--- config.mk ---
export PLATFORM = sky130hd
export DESIGN_NAME = snake_body
export DESIGN_NICKNAME = d
export VERILOG_FILES = /design/src/rtl/snake_body.sv
export SDC_FILE = /design/constraint.sdc
export NUM_CORES = 2
export LEC_CHECK = 0
export BUFFER_PORTS_ARGS = -buffer_cell sky130_fd_sc_hd__buf_2
export CORE_AREA = 2 2 403 405
export DETAILED_ROUTE_END_ITERATION = 6
export DIE_AREA = 0 0 405 407
export GPL_TIMING_DRIVEN = 0
export PLACE_DENSITY_LB_ADDON = 0.12
export SETUP_SLACK_MARGIN = 0.1
export SYNTH_ARGS = -nofsm -noshare
export SYNTH_HDL_FRONTEND = slang
export SYNTH_SLANG_ARGS = --single-unit
--- constraint.sdc ---
create_clock -name clk -period 42.4 [get_ports clk]
set_input_delay 12.72 -clock clk [delete_from_list [all_inputs] [get_ports clk]]
set_output_delay 12.72 -clock clk [all_outputs]
set_load 0.01 [all_outputs]
--- src/rtl/snake_body.sv ---
// Snake body register file: 128-entry shift chain of 4-bit (x,y) segments with IDLE/RUN/DEAD control.
// Define SNAKE_WRAP_EN to wrap the head around the 16x16 field instead of dying at the border.
module snake_body #(
  parameter int         INIT_LEN = 3,
  parameter logic [3:0] START_X  = 4'd7,
  parameter logic [3:0] START_Y  = 4'd7
) (
  input  logic       clk,
  input  logic       rst,
  input  logic       start,
  input  logic       tick,
  input  logic [1:0] dir,
  input  logic       grow,
  input  logic       collision,
  output logic [3:0] head_x,
  output logic [3:0] head_y,
  output logic [3:0] x [0:127],
  output logic [3:0] y [0:127],
  output logic [7:0] snake_length,
  output logic       alive,
  output logic       moved
);

  typedef enum logic [1:0] {IDLE, RUN, DEAD} state_t;

  localparam logic [1:0] DIR_UP    = 2'b00;
  localparam logic [1:0] DIR_RIGHT = 2'b01;
  localparam logic [1:0] DIR_DOWN  = 2'b10;

  state_t     state, state_nx;
  logic [1:0] heading, last_dir, ref_dir;
  logic       grow_pending;
  logic [4:0] nx5, ny5;
  logic       border, do_move, do_init, reversal;

  assign head_x = x[0];
  assign head_y = y[0];

  // One extra bit on the candidate head exposes under/overflow of the 0..15 field.
  always_comb begin
    nx5 = {1'b0, x[0]};
    ny5 = {1'b0, y[0]};
    case (heading)
      DIR_UP:    ny5 = {1'b0, y[0]} - 5'd1;
      DIR_RIGHT: nx5 = {1'b0, x[0]} + 5'd1;
      DIR_DOWN:  ny5 = {1'b0, y[0]} + 5'd1;
      default:   nx5 = {1'b0, x[0]} - 5'd1;
    endcase
  end

`ifdef SNAKE_WRAP_EN
  assign border = 1'b0;
`else
  assign border = nx5[4] | ny5[4];
`endif

  always_comb begin
    state_nx = state;
    do_move  = 1'b0;
    do_init  = 1'b0;
    case (state)
      IDLE: if (start) state_nx = RUN;
      RUN: begin
        if (collision)   state_nx = DEAD;
        else if (tick) begin
          if (border)    state_nx = DEAD;
          else           do_move  = 1'b1;
        end
      end
      DEAD: if (start) begin
        state_nx = IDLE;
        do_init  = 1'b1;
      end
      default: state_nx = IDLE;
    endcase
  end

  // On a move edge the heading being applied becomes the one a reversal is judged against.
  assign ref_dir  = do_move ? heading : last_dir;
  assign reversal = (dir == (ref_dir ^ 2'b10));

  always_ff @(posedge clk or posedge rst) begin
    if (rst) begin
      state        <= IDLE;
      heading      <= DIR_RIGHT;
      last_dir     <= DIR_RIGHT;
      grow_pending <= 1'b0;
      snake_length <= 8'(INIT_LEN);
      alive        <= 1'b0;
      moved        <= 1'b0;
      for (int i = 0; i < 128; i++) begin
        x[i] <= START_X - 4'(i);
        y[i] <= START_Y;
      end
    end else begin
      state <= state_nx;
      alive <= (state_nx == RUN);
      moved <= do_move;
      if (do_init) begin
        heading      <= DIR_RIGHT;
        last_dir     <= DIR_RIGHT;
        grow_pending <= 1'b0;
        snake_length <= 8'(INIT_LEN);
        for (int i = 0; i < 128; i++) begin
          x[i] <= START_X - 4'(i);
          y[i] <= START_Y;
        end
      end else begin
        if (state == RUN && !reversal) heading <= dir;
        if (do_move) last_dir <= heading;
        if (state != DEAD && grow) grow_pending <= 1'b1;
        else if (do_move)          grow_pending <= 1'b0;
        if (do_move && grow_pending && snake_length != 8'd128)
          snake_length <= snake_length + 8'd1;
        if (do_move) begin
          for (int i = 1; i < 128; i++) begin
            x[i] <= x[i-1];
            y[i] <= y[i-1];
          end
          x[0] <= nx5[3:0];
          y[0] <= ny5[3:0];
        end
      end
    end
  end

endmodule

* After elaboration in Yosys (flattened, before gate mapping) *
Index checks and enable logic that the tools add are counted.

storage, ports and cells
  flip-flop bits (word level) = 1041
  bits in writable memories = 0
  output and inout port bits = 1042
  bits in latches = 0
  ROM bits = 0
  memories kept = 0

operators by class
  $mul = 0
  $add $sub $neg = 5
  mux-type cells = 27
  reductions and logical operators = 15
  shift operators = 0
  bitwise logic cells = 2
  div/mod/pow operators = 0
  equal/unequal tests = 9
  $lt $le $gt $ge = 0

operators with widths
  cell                                                 count
  2-to-1 mux 512 bit                                   4
  case mux 5 bit (2 select lines)                      2
  2-to-1 mux 2 bit                                     9
  2-to-1 mux 8 bit                                     2
  adder 4 x 1 -> 5 bit, second input constant          2
  subtractor 4 x 1 -> 5 bit, second input constant     2
  2-to-1 mux 1 bit                                     9
  adder 8 x 1 -> 8 bit, second input constant          1
  != test 8 bit, second input constant                 1
  equality test 2 x 1 -> 1 bit, second input constant  3
  case mux 2 bit (3 select lines)                      1
  nonzero test 2 bit                                   3
  nonzero test 3 bit                                   2
  equality test 2 bit, second input constant           2
  logical AND 1 bit                                    4
  zero test 2 bit                                      2
  AND reduction 2 bit                                  2
  equality test 2 bit                                  1
  != test 2 x 1 -> 1 bit, second input constant        1
  != test 2 bit, second input constant                 1
  OR reduction 2 bit                                   1
  zero test 1 bit                                      1
  inverter 1 bit                                       1
  bitwise OR 1 bit                                     1

* Logic depth before layout (Yosys ltp) *
  depth after elaboration = 15
  mapped depth = 14

* Worst setup path before layout *
Ideal clock, no wire load.

  kind = input-to-reg
  start = input tick
  end = register heading[1]
  stages = 7
  path slack = 28.154 ns
  setup time = 0.116 ns
  data arrival time = 14.131 ns
  buffers on the path = 1
  cells stage by stage = and4bb_2 -> buf_2 -> and3_1 -> mux2i_4 -> a31oi_1 -> or4_1 -> o311ai_0

between the ends
  longest elaborated chain between the ends = 9

RTL lines
  what                                   RTL line  source
  from (decl)                            11        input logic tick,
  2-to-1 mux 1 bit *                     65        else if (tick) begin
  2-to-1 mux 1 bit *                     64        if (collision) state_nx = DEAD;
  2-to-1 mux 1 bit *                     61        case (state)
  2-to-1 mux 2 bit *                     -
  inverter 1 bit (no source line)        -
  equality test 2 bit *                  80        assign reversal = (dir == (ref_dir ^ 2'b10));
  zero test 1 bit *                      109       if (state == RUN && !reversal) heading <= dir;
  logical AND 1 bit *                    109
  nonzero test 2 bit (no source line) *  -
  to (signal assigned)                   109
  to (decl)                              31        logic [1:0] heading, last_dir, ref_dir;

Mark *: on every way between the ends. The rest lies on a longest branch, timed or not.
A chain may end at the register's enable or synchronous reset.

* Worst setup path in the final report *
  start = input collision
  end = register x[454] (netlist name)

between the ends
  longest elaborated chain between the ends = 3

RTL lines
  what                                 RTL line  source
  from (decl)                          14        input logic collision,
  2-to-1 mux 1 bit                     64
  2-to-1 mux 1 bit                     61
  nonzero test 2 bit (no source line)  -
  to (signal, indexed assignment)      92        x[i] <= START_X - 4'(i);
  to (signal, indexed assignment)      105       x[i] <= START_X - 4'(i);
  to (signal, indexed assignment)      117       x[i] <= x[i-1];
  to (decl)                            17        output logic [3:0] x [0:127],

Every way passes these cells.

==> impl_metrics.json <==
{
  "outcome": "finished with violations",
  "violations": "design-rule violations, max-capacitance violations",
  "ios": 1050,
  "post_cts_resized": 0,
  "tns_ps": 0,
  "layout-drive-gt1-share": 0.348,
  "wl_mm": 207,
  "hold_viol_final": 0,
  "htreeDepth": 4,
  "synth_fp_nets": 4609,
  "cts_root_buf": "clkbuf_16",
  "setup_slack_ps": 26300,
  "synth-seq-cells": 1041,
  "coreArea_um2": 160000,
  "post_dp_cell_area_um2": 52200,
  "synth_fa_ha_area_frac": 0.00319,
  "cp.arrival_ps": 16730,
  "ant_nets": 0,
  "path_max_fanout": 10,
  "syn_area_um2": 43900,
  "rsz0062_at_grt": "false",
  "yosysSeqAreaShare": 0.611,
  "ir_drop_mv": 0.0484,
  "hold_path.class": "register to register",
  "fin_crit_ps": 16100,
  "cp.required_ps": 43030,
  "vias_per_cell": 5.03,
  "antenna_found_initial": 16,
  "critPathLaunch": "collision",
  "async_flop_share": 1.00,
  "fin_nets": 5800,
  "slew_headroom": 0.00394,
  "gr-usage-all-layers": 0.243,
  "synth_compound_area_frac": 0.149,
  "min-delay-start": "x[15]",
  "cp-start-kind": "input pin",
  "reg2reg_slack_ps": 37530,
  "die_area_um2": 165000,
  "grt_remaining_overflow": 0,
  "cts_setup_buffers": 0,
  "synth_edf_count": 0,
  "design_area_um2": 56600,
  "synth-simple-area-share": 0.176,
  "avgSynthCellArea_um2": 9.57,
  "hpwl_mm": 154,
  "route.detailed.drc": 2,
  "clock_latency_ps": 770,
  "leakagePower_nw": 23.9,
  "start_util": 0.274,
  "cts.sinks": 1041,
  "clk_pin_slew_worst_paths_ps": 60,
  "routedWlPerCell_um": 25.7,
  "hold_path_depth": 2,
  "reg2reg_from": "heading[0]",
  "drt_iter0_markers": 3289,
  "die_height_um": 407,
  "clockBufferDepth": 3,
  "worst_pin_slew_ps": 1490,
  "setup_viol": 0,
  "synth_xor_area_frac": 0.00157,
  "layout_commonest_cell": "buf_2",
  "rr_worst_depth": 13,
  "drv_slew": 0,
  "period_share": 0.380,
  "yosys_warnings": 0,
  "grt_pass1_vias": 39700,
  "hold-path-endpoint": "x[11]",
  "fin_skew_ps": 50.9,
  "hold_buffers": 0,
  "worst-setup-path-type": "input pin to register",
  "muxShareOfSynthArea": 0.00288,
  "drt_pass1_iterations": 7,
  "io_buffers": 1049,
  "grt_pass1_wl_mm": 293,
  "mostFrequentLayoutCells": "buf_2 (1171), o21ai_0 (802), nand3_1 (781)",
  "num_vias": 40500,
  "synthFlopType": "dfstp_2",
  "place_ws_ps": 25510,
  "synth_top_family_by_area": "simple AND/OR/NAND/NOR gates",
  "syn_inst": 4591,
  "p_total_mw": 5.51,
  "netlist-cell-type-count": 55,
  "r2r-end": "x[454]",
  "gp_congestion": 0.837,
  "cts_tree": "done",
  "grt_max_degree": 120,
  "crit_path_end_kind": "register",
  "placementRows": 147,
  "syn2layout_area_growth_pct": 28.7,
  "cellPowerDensity_nw_per_um2": 97.4,
  "cts_made_buffers": 130,
  "fmax_mhz": 62.1,
  "drv_cap": 1,
  "die_w_um": 405
}
cells in the mapped netlist, types with 8 or more instances:
library cell / n / share of area
o31ai_1: 59 / 0.010
dfrtp_1: 397 / 0.23
a21oi_1: 63 / 0.0072
buf_2: 122 / 0.014
a31oi_1: 68 / 0.0097
buf_4: 14 / 0.0024
nand3_1: 781 / 0.089
o21ai_0: 802 / 0.091
nor2_1: 588 / 0.050
inv_1: 133 / 0.011
nand2_1: 219 / 0.019
dfstp_2: 644 / 0.39
o211ai_1: 121 / 0.021
nor3_1: 125 / 0.014
o21ai_1: 46 / 0.0052
ha_1: 8 / 0.0023
clkbuf_1: 300 / 0.026
buf_1: 28 / 0.0024
cell type report:
type                    instances  area (um^2)
diodes                          5         12.5
plain buffers                 466         1960
clock buffers                 212         3960
clock inverters                25          404
fillers                     16800       104000
inverters                     135          514
multi-input cells            2949        14600
flip-flops and latches       1041        26900
well taps                    2160         2700
repair buffers               1059         5530
sequential cells by signal (all words and copies together) (netlist names):
name	count
moved	1
x	508
grow_pending	1
state	2
alive	1
snake_length	8
heading	2
y	508
head_x	4
head_y	4
last_dir	2
how the worst max path moves through the flow:
| stage | endpoint | slack, ps | cells past startpoint |
|---|---|---|---|
| finish | x[454] | 26300 | 8 |
| global route | x[454] | 26270 | 8 |
| CTS | x[454] | 26280 | 8 |
| detailed placement | x[454] | 25510 | 8 |
| global placement | x[398] | -14440 | 2 |
| floorplan | alive | 1450 | 1 |
metrics by stage:
| step | instances | util | hold slack, ps |
|---|---|---|---|
| after floorplan | 4591 | - | 486 |
| final | 8052 | 0.353 | 479 |
| after CTS | 8047 | 0.353 | 484 |
| after detailed placement | 7810 | 0.326 | 473 |
| after global placement | 7800 | 0.324 | 470 |
| after global routing | 8049 | 0.353 | 508 |
critical path, stage by stage:
cell	delay, ps
buf_2	120
and4bb_2	270
buf_2	310
clkbuf_1	1010
clkbuf_1	960
clkbuf_1	970
nand3_1	200
o31ai_1	130
report_power, final:
group	switching (mW)	internal [mW]	total (mW)
logic	1.82	0.654	2.48
clock network	0.471	0.669	1.14
registers	0.338	1.56	1.89
total	2.63	2.88	5.51
cell families (layout without fill, tap and decap cells):
logic type / after synthesis / after routing
fa+ha+maj: 10 / 10
flops: 1041 / 1041
mux: 10 / 10
buf+inv: 601 / 1897
other cells: 0 / 5
simple gates: 1740 / 1740
xor+xnor: 7 / 7
compound gates: 1182 / 1182
layer usage:
layer / GRT usage / vias up / share of wire
li1: - / 18300 / -
met1: 0.310 / 20500 / 0.42
met2: 0.386 / 1381 / 0.46
met3: 0.0723 / 316 / 0.080
met4: 0.0943 / 2 / 0.041
met5: 0 / - / 0.000063
Note: power is estimated with default switching activity, not from simulation.
